## src/rtl/sevenseg_mux_ctrl.sv

```systemverilog
// Time-multiplexed N-digit common-anode 7-segment driver with per-slot blanking
// and frame-atomic data capture. Optional PWM dimming under SEVENSEG_BRIGHTNESS_PWM_EN.
module sevenseg_mux_ctrl #(
  parameter int NUM_DIGITS   = 4,
  parameter int DWELL_CYCLES = 32768,
  parameter int BLANK_CYCLES = 256
) (
  input  logic                    clk,
  input  logic                    rst,
  input  logic [4*NUM_DIGITS-1:0] dataIn,
  input  logic [NUM_DIGITS-1:0]   digitDisplay,
  input  logic [NUM_DIGITS-1:0]   digitPoint,
`ifdef SEVENSEG_BRIGHTNESS_PWM_EN
  input  logic [3:0]              brightness,
`endif
  output logic [NUM_DIGITS-1:0]   anode,
  output logic [6:0]              segment,
  output logic                    dp,
  output logic                    frame_start
);

  localparam int CNT_W = (DWELL_CYCLES > 1) ? $clog2(DWELL_CYCLES) : 1;
  localparam int DIG_W = (NUM_DIGITS > 1) ? $clog2(NUM_DIGITS) : 1;
  localparam logic [CNT_W-1:0] DWELL_M1 = CNT_W'(DWELL_CYCLES - 1);
  localparam logic [CNT_W-1:0] BLANK_L  = CNT_W'(BLANK_CYCLES);
  localparam logic [DIG_W-1:0] DIG_MAX  = DIG_W'(NUM_DIGITS - 1);

  generate
    if (NUM_DIGITS < 1 || NUM_DIGITS > 8) begin : g_bad_digits
      $fatal(1, "sevenseg_mux_ctrl: NUM_DIGITS must be 1..8");
    end
    if (BLANK_CYCLES < 0 || DWELL_CYCLES <= BLANK_CYCLES) begin : g_bad_timing
      $fatal(1, "sevenseg_mux_ctrl: need 0 <= BLANK_CYCLES < DWELL_CYCLES");
    end
  endgenerate

  logic [CNT_W-1:0]        r_cnt;
  logic [DIG_W-1:0]        r_dig;
  logic [4*NUM_DIGITS-1:0] r_sh_data;
  logic [NUM_DIGITS-1:0]   r_sh_disp;
  logic [NUM_DIGITS-1:0]   r_sh_point;
  logic [NUM_DIGITS-1:0]   r_anode;
  logic [6:0]              r_segment;
  logic                    r_dp;
  logic                    r_frame_start;

  logic                    w_capture;
  logic                    w_active;
  logic                    w_lit;
  logic [4*NUM_DIGITS-1:0] w_data;
  logic [NUM_DIGITS-1:0]   w_disp;
  logic [NUM_DIGITS-1:0]   w_point;
  logic [NUM_DIGITS-1:0]   w_sel;
  logic [NUM_DIGITS-1:0]   w_anode;
  logic [3:0]              w_nib;
  logic                    w_en;
  logic                    w_pt;
  logic [6:0]              w_segment;
  logic                    w_dp;

  function automatic logic [6:0] f_decode(input logic [3:0] nib);
    case (nib)
      4'h0: f_decode = 7'h40;
      4'h1: f_decode = 7'h79;
      4'h2: f_decode = 7'h24;
      4'h3: f_decode = 7'h30;
      4'h4: f_decode = 7'h19;
      4'h5: f_decode = 7'h12;
      4'h6: f_decode = 7'h02;
      4'h7: f_decode = 7'h78;
      4'h8: f_decode = 7'h00;
      4'h9: f_decode = 7'h10;
      4'hA: f_decode = 7'h08;
      4'hB: f_decode = 7'h03;
      4'hC: f_decode = 7'h46;
      4'hD: f_decode = 7'h21;
      4'hE: f_decode = 7'h06;
      default: f_decode = 7'h0E;
    endcase
  endfunction

  generate
    if (BLANK_CYCLES == 0) begin : g_no_blank
      assign w_active = 1'b1;
    end else begin : g_blank
      assign w_active = (r_cnt >= BLANK_L);
    end
  endgenerate

`ifdef SEVENSEG_BRIGHTNESS_PWM_EN
  localparam logic [31:0] WIN = 32'(DWELL_CYCLES - BLANK_CYCLES);
  logic [3:0]  r_sh_bright;
  logic [3:0]  w_bright;
  logic [31:0] w_off;
  logic [31:0] w_thr;
  logic        w_pwm_on;

  always_comb begin
    w_bright = w_capture ? brightness : r_sh_bright;
    w_off    = 32'(r_cnt) - 32'(BLANK_CYCLES);
    w_thr    = (WIN * ({28'd0, w_bright} + 32'd1)) >> 4;
    w_pwm_on = (w_off < w_thr);
  end

  always_ff @(posedge clk) begin
    if (rst) begin
      r_sh_bright <= 4'd0;
    end else if (w_capture) begin
      r_sh_bright <= brightness;
    end
  end
`endif

  // The capture cycle drives its own slot from the freshly sampled inputs, so
  // every output cycle of a frame reflects the same captured snapshot.
  always_comb begin
    w_capture = (r_cnt == '0) && (r_dig == '0);
    w_data    = w_capture ? dataIn       : r_sh_data;
    w_disp    = w_capture ? digitDisplay : r_sh_disp;
    w_point   = w_capture ? digitPoint   : r_sh_point;
    w_nib     = 4'd0;
    w_en      = 1'b0;
    w_pt      = 1'b0;
    w_sel     = '1;
    for (int d = 0; d < NUM_DIGITS; d++) begin
      if (r_dig == DIG_W'(d)) begin
        w_nib    = w_data[4*d +: 4];
        w_en     = w_disp[d];
        w_pt     = w_point[d];
        w_sel[d] = 1'b0;
      end
    end
`ifdef SEVENSEG_BRIGHTNESS_PWM_EN
    w_lit     = w_active && w_en && w_pwm_on;
`else
    w_lit     = w_active && w_en;
`endif
    w_anode   = w_lit ? w_sel : '1;
    w_segment = w_lit ? f_decode(w_nib) : 7'h7F;
    w_dp      = w_lit ? ~w_pt : 1'b1;
  end

  always_ff @(posedge clk) begin
    if (rst) begin
      r_cnt         <= '0;
      r_dig         <= '0;
      r_sh_data     <= '0;
      r_sh_disp     <= '0;
      r_sh_point    <= '0;
      r_anode       <= '1;
      r_segment     <= 7'h7F;
      r_dp          <= 1'b1;
      r_frame_start <= 1'b0;
    end else begin
      if (r_cnt == DWELL_M1) begin
        r_cnt <= '0;
        r_dig <= (r_dig == DIG_MAX) ? '0 : r_dig + 1'b1;
      end else begin
        r_cnt <= r_cnt + 1'b1;
      end
      if (w_capture) begin
        r_sh_data  <= dataIn;
        r_sh_disp  <= digitDisplay;
        r_sh_point <= digitPoint;
      end
      r_frame_start <= w_capture;
      r_anode       <= w_anode;
      r_segment     <= w_segment;
      r_dp          <= w_dp;
    end
  end

  assign anode       = r_anode;
  assign segment     = r_segment;
  assign dp          = r_dp;
  assign frame_start = r_frame_start;

endmodule

```

## config.mk

```make
export PLATFORM = sky130hd
export DESIGN_NAME = sevenseg_mux_ctrl
export DESIGN_NICKNAME = d
export VERILOG_FILES = /design/src/rtl/sevenseg_mux_ctrl.sv
export SDC_FILE = /design/constraint.sdc
export NUM_CORES = 1
export LEC_CHECK = 0
export BUFFER_PORTS_ARGS = -buffer_cell sky130_fd_sc_hd__buf_2
export CAP_MARGIN = 15
export CORE_MARGIN = 4
export CORE_UTILIZATION = 45
export CTS_BUF_LIST = sky130_fd_sc_hd__clkbuf_4
export DETAILED_ROUTE_END_ITERATION = 8
export GPL_TIMING_DRIVEN = 0
export PLACE_DENSITY = 0.7
export SETUP_SLACK_MARGIN = 0.15
export SLEW_MARGIN = 20
export SYNTH_ARGS = -nofsm -noshare
export SYNTH_HDL_FRONTEND = slang
export SYNTH_SLANG_ARGS = --single-unit
```

## constraint.sdc

```tcl
create_clock -name clk -period 4.2 [get_ports clk]
set_input_delay 1.05 -clock clk [delete_from_list [all_inputs] [get_ports clk]]
set_output_delay 1.05 -clock clk [all_outputs]
set_load 0.01 [all_outputs]
```

==> flow_summary.toml, run 1 <==
[yosys]
synth_top_cell_by_area = "sky130_fd_sc_hd__dfxtp_1"
ys_dominant_reg_cell = "sky130_fd_sc_hd__dfxtp_1"
seq_area_frac_synth = 0.443
synth-seq-cells = 54
synth_top_area_share = 0.443
synth_nets = 285
synth_edf_count = 0
synth_cells = 247
yosysWarningCount = 0
syn_avg_cell_area_um2 = 9.88
synth_async_sr_flop_share = 0
synthTopCellsByArea = "sky130_fd_sc_hd__dfxtp_1 44%, sky130_fd_sc_hd__mux2i_1 11%, sky130_fd_sc_hd__nor2_1 6.6%"
synthesis.area_mm2 = 0.00244
number_of_distinct_standard_cells_referenced_by_the_synthesized_netlist = 39

[final_layout]
final_core_util = 0.537
n_antenna_cell = 0
num-nets-final = 330
area_growth_pct = 13.8
drive_gt1_frac = 0.218

[clock_tree]
root_buffer = "sky130_fd_sc_hd__clkbuf_4"
cts.sinks = 54
cts_made_buffers = 5
cts.repair_timing.setup_buffer_count = 0
cts_hold_buffers = 0
ctsLongestPathBuffers = 2
clk_pin_slew_ps = 140
cts_max_level = 2
tritoncts_clock_tree = "done"
worstSkewPairLatency_ps = 370

[critical_path]
criticalPathCategory = "reg -> reg"
path_cells = "inv_1, ha_1, nor4bb_4, nand4_4, buf_6, buf_6, mux2i_1, a221oi_1, inv_1, ha_1, mux2i_1, nor3b_1, a41oi_1"
critical-path-slowest-cell = "sky130_fd_sc_hd__a221oi_1"
max_stage_delay_ps = 710
kind_of_launch_point_of_the_worst_setup_path = "flop"
cp.arrival_ps = 3870
critPathRequiredTime_ps = 4440
critical_path.top_delay_family = "simple AND/OR/NAND/NOR gates"
path_buf_inv = 4
critPathMaxFanout = 10
worstSetupEndpointType = "flop"

[pwr]
power_per_cell_area_mw_per_mm2 = 345
post-layout-total-power_uw = 957
power.ir.vdd_worst_v = 0.000144
p_leak_uw = 0.00118

[timing]
finalCritPeriodShare = 0.866
setup_total_negative_slack_ps = 0
postLayoutSetupSlackWorst_ps = 563
final.setup_skew_ps = 7.18
max_freq_mhz = 275
rsz0062_at_grt = "no"
drv_slew = 0
worst_hold_slack_ps = 513
hold_violations = 0
setup_viol = 0
post-route-min-period_ps = 3640
max_slew.worst_pin.slew_ps = 824
max-slew-margin-rel = 0.451

[route]
first_iter_violations = 57
router_iterations_before_antenna_repair = 4
drt-total-wl_um = 4630
total_vias_in_the_final_route = 1761
detail_route.wl_per_cell_um = 12.7
number_of_design_rule_violations_left_after_detail_routing = 0
routed_via_density = 4.85
postRouteAntennaNets = 0

[floorplanning]
core.rowCount = 26
die_area_mm2 = 0.00667
core_region_area_mm2 = 0.00517
die_width_um = 81.7
io-pin-count = 39
start_util = 0.472
die_height_um = 81.7

[placed_design]
dpl.hpwl_um = 3520
buffer_ports.inserted = 38
worst_setup_slack_after_placement_ps = 372
place.gp.congestion = 0.866

[grt]
grt_max_degree = 16
global_route.usage.total = 0.143
grt_overflow = 0
grt_pass1_vias = 1545
initial_antenna_violation_count = 0
grt_first_pass_wirelength_um = 7280

[hold_path]
hold_path_class = "reg -> reg"

[flow_run]
maxCapViolations = 0

[run_status]
run_status = "finished, final reports clean"
where the power goes:
part           internal (uW)  switching [uW]
registers                537            8.20
clock network           69.8             154
logic                   87.3             101
repair_timing:
| action | CTS | global route |
|---|---|---|
| setup endpoints to repair | 0 | 2 |
| hold endpoints to repair | 0 | 0 |
| gates resized for setup | 0 | 1 |
registers in the layout, indices dropped and copies added, names as in the netlist:
register	flops
segment	7
dp	1
r_sh_disp	4
anode	4
r_sh_point	4
r_sh_data	16
r_cnt	15
r_dig	2
frame_start	1
area by class of cell:
type / count / area, um^2
fill: 482 / 2390
inverter: 10 / 37.5
buffer: 10 / 61.3
tap: 70 / 87.6
sequential: 54 / 1080
clock inverter: 2 / 8.76
timing repair buffer: 38 / 190
clock buffer: 6 / 45.0
multi-input combinational: 173 / 1270
synth_stat cells (6+ instances only):
library cell	instances
sky130_fd_sc_hd__mux2i_1	26
sky130_fd_sc_hd__ha_1	12
sky130_fd_sc_hd__nor2_1	43
sky130_fd_sc_hd__nand3_1	8
sky130_fd_sc_hd__inv_1	10
sky130_fd_sc_hd__xor2_1	7
sky130_fd_sc_hd__nand2_1	17
sky130_fd_sc_hd__nor2b_1	6
sky130_fd_sc_hd__xnor2_1	6
sky130_fd_sc_hd__dfxtp_1	54
path summary, 6_finish.rpt:
path | endpoint | slack [ps] | start | depth (start not counted)
max | segment[3]$_SDFF_PP1_ | 560 | r_dig[0]$_SDFFE_PP0P_ | 13
min | r_sh_data[15]$_SDFF_PP0_ | 510 | r_sh_data[15]$_SDFF_PP0_ | 2
max reg2reg | segment[3]$_SDFF_PP1_ | 560 | r_dig[0]$_SDFFE_PP0P_ | 13
min reg2reg | r_sh_data[15]$_SDFF_PP0_ | 510 | r_sh_data[15]$_SDFF_PP0_ | 2
routing by layer:
layer,global-route usage,routed length (um),vias up
met3,0.0362,217,7
li1,-,-,934
met4,0.0449,53,0
met5,0,0,-
met1,0.197,2310,791
met2,0.220,2040,29
worst min-delay path: stages, from the launching register on:
cell and delay, ps:
sky130_fd_sc_hd__dfxtp_1 330, sky130_fd_sc_hd__mux2i_1 80, sky130_fd_sc_hd__nor2_1 80
stage by stage:
step	std cells	cell area [um^2]
global placement	355	2720
detailed placement	355	2720
floorplan	247	2440
finish	363	2780
CTS	363	2770
global route	363	2780
layout by cell type (no fill, tap or decap), drive strengths merged:
cell type,instances
nand4,1
nor3,3
mux2,4
nor3b,2
o21ai,3
mux2i,26
xor2,7
nand3,8
a22oi,1
and2,1
a21oi,5
o22ai,5
o211ai,1
a41oi,1
and3,3
clkinv,2
nand2,17
buf,43
nor4,2
nor2b,6
clkbuf,11
xnor2,6
nor2,43
o21a,1
or2,2
nand2b,3
nor4bb,1
o221ai,4
ha,12
dfxtp,54
inv,10
a221oi,5
cells by family after synthesis:
logic type,Yosys count,synth area share
and+or+nand+nor,92,0.201
DFF,54,0.443
muxes,30,0.127
AOI/OAI and AO/OA,26,0.0810
buffers and inverters,20,0.0405
xor gates and xnor gates,13,0.0466
adders and majority gates,12,0.0615
Power figures use the tool's default switching activity.
==> run 2: changes to the inputs <==
--- a/config.mk
+++ b/config.mk
@@ -5,14 +5,14 @@
 export SDC_FILE = /design/constraint.sdc
 export NUM_CORES = 1
 export LEC_CHECK = 0
-export BUFFER_PORTS_ARGS = -buffer_cell sky130_fd_sc_hd__buf_2
 export CAP_MARGIN = 15
 export CORE_MARGIN = 4
 export CORE_UTILIZATION = 45
 export CTS_BUF_LIST = sky130_fd_sc_hd__clkbuf_4
 export DETAILED_ROUTE_END_ITERATION = 8
+export DONT_BUFFER_PORTS = 1
 export GPL_TIMING_DRIVEN = 0
-export PLACE_DENSITY = 0.7
+export PLACE_DENSITY = 0.64
 export SETUP_SLACK_MARGIN = 0.15
 export SLEW_MARGIN = 20
 export SYNTH_ARGS = -nofsm -noshare
==> flow_summary.toml, run 2 (synthesis gave the netlist of run 1 again) <==
[floorplanning]
start_util = 0.472
io-pin-count = 39
die_area_mm2 = 0.00667
core.rowCount = 26
core_region_area_mm2 = 0.00517
die_width_um = 81.7
die_height_um = 81.7

[route]
routed_via_density = 5.17
total_vias_in_the_final_route = 1681
drt-total-wl_um = 4590
number_of_design_rule_violations_left_after_detail_routing = 0
router_iterations_before_antenna_repair = 4
postRouteAntennaNets = 0
first_iter_violations = 65
detail_route.wl_per_cell_um = 14.1

[timing]
postLayoutSetupSlackWorst_ps = 567
finalCritPeriodShare = 0.865
max-slew-margin-rel = 0.486
setup_total_negative_slack_ps = 0
setup_viol = 0
hold_violations = 0
max_freq_mhz = 275
rsz0062_at_grt = "no"
post-route-min-period_ps = 3630
max_slew.worst_pin.slew_ps = 771
final.setup_skew_ps = 13.2
drv_slew = 0

[final_layout]
num-nets-final = 292
number_of_flip_flops_under_the_largest_register_name = 16
drive_gt1_frac = 0.102
mostFrequentLayoutCell = "sky130_fd_sc_hd__dfxtp_1"
final_core_util = 0.500
n_antenna_cell = 0
final_cells = 325
registers.top_by_ff_count = "r_sh_data"
area_growth_pct = 6.05
most-common-layout-cells = "54 x sky130_fd_sc_hd__dfxtp_1, 43 x sky130_fd_sc_hd__nor2_1, 26 x sky130_fd_sc_hd__mux2i_1"

[clock_tree]
clk_pin_slew_ps = 150
cts.sinks = 54
cts_made_buffers = 5
root_buffer = "sky130_fd_sc_hd__clkbuf_4"
cts.repair_timing.setup_buffer_count = 0
cts_hold_buffers = 0
cts_max_level = 2
tritoncts_clock_tree = "done"
ctsLongestPathBuffers = 2
worstSkewPairLatency_ps = 360

[critical_path]
worstSetupEndpointType = "flop"
max_stage_delay_ps = 670
criticalPathCategory = "reg -> reg"
kind_of_launch_point_of_the_worst_setup_path = "flop"
path_cells = "inv_1, ha_1, nor4bb_4, nand4_4, buf_6, buf_6, mux2i_1, a221oi_1, inv_1, ha_1, mux2i_1, nor3b_1, a41oi_1"
critical-path-slowest-cell = "sky130_fd_sc_hd__a221oi_1"
critPathMaxFanout = 10
cp.arrival_ps = 3850
critPathRequiredTime_ps = 4410

[grt]
grt_first_pass_wirelength_um = 7400
global_route.usage.total = 0.144
grt_pass1_vias = 1618
initial_antenna_violation_count = 0
grt_overflow = 0
grt_max_degree = 17

[pwr]
p_leak_uw = 0.00105
power_per_cell_area_mw_per_mm2 = 364
power.ir.vdd_worst_v = 0.000122

[run_status]
run_status = "finished, final reports clean"

[placed_design]
placed_cells_incl_taps = 317
buffer_ports.inserted = 0
worst_setup_slack_after_placement_ps = 396
place.gp.congestion = 0.784
dpl.hpwl_um = 3510

[flow_run]
maxCapViolations = 0

[hold_path]
hold_path_class = "reg -> reg"
-- run 2: cell types whose count changed in the layout (fill, tap and decap cells not counted) --
cell	previous run	this run
sky130_fd_sc_hd__buf_2	39	1
sky130_fd_sc_hd__clkbuf_4	6	5
sky130_fd_sc_hd__clkinvlp_4	0	1
-- run 2: layout make-up --
class | count | area (um^2)
Fill cell | 475 | 2580
Multi-Input combinational cell | 173 | 1270
Sequential cell | 54 | 1080
Tap cell | 70 | 87.6
Buffer | 10 | 61.3
Clock buffer | 5 | 37.5
Inverter | 10 | 37.5
Clock inverter | 3 | 16.3
-- run 2: where the power goes --
group / leakage [uW] / internal (uW) / switching [uW]
clock: 0.0000286 / 62.8 / 158
sequential: 0.000441 / 537 / 8.67
combinational: 0.000580 / 78.9 / 96.4
-- run 2: path summary, 6_finish.rpt --
path	from	end	slack [ps]	cells past startpoint
min	r_cnt[0]$_SDFF_PP0_	r_cnt[0]$_SDFF_PP0_	490	1
max	r_dig[0]$_SDFFE_PP0P_	segment[3]$_SDFF_PP1_	570	13
max reg2reg	r_dig[0]$_SDFFE_PP0P_	segment[3]$_SDFF_PP1_	570	13
min reg2reg	r_cnt[0]$_SDFF_PP0_	r_cnt[0]$_SDFF_PP0_	490	1
-- run 2: worst max-delay path: cells and delay by family, from the launching register on --
| family | cells | cell delay, ps |
|---|---|---|
| buffers and inverters | 4 | 700 |
| muxes | 2 | 220 |
| AOI/OAI and AO/OA | 2 | 740 |
| and+or+nand+nor | 3 | 800 |
| DFF | 1 | 380 |
| adders and majority gates | 2 | 630 |
-- run 2: per-layer routing --
metal / global-route usage / vias up / share of wire / wire (um)
li1: - / 857 / - / -
met1: 0.185 / 787 / 0.47 / 2170
met3: 0.0362 / 6 / 0.056 / 255
met5: 0 / - / 0 / 0
met4: 0.0598 / 0 / 0.013 / 61
met2: 0.231 / 31 / 0.46 / 2100
-- run 2: through the flow --
stage / cell area, um^2 / hold WS (ps) / power, uW
final: 2590 / 489 / 942
after global routing: 2590 / 513 / 990
after CTS: 2580 / 488 / 952
after detailed placement: 2530 / 454 / 732
after global placement: 2530 / 448 / 729
after floorplan: 2440 / 430 / 700
-- run 2: timing repair --
| action | 4_1_cts | 5_1_grt |
|---|---|---|
| resized for setup | 0 | 1 |
| endpoints found under the hold margin | 0 | 0 |
| endpoints found under the setup margin | 0 | 3 |
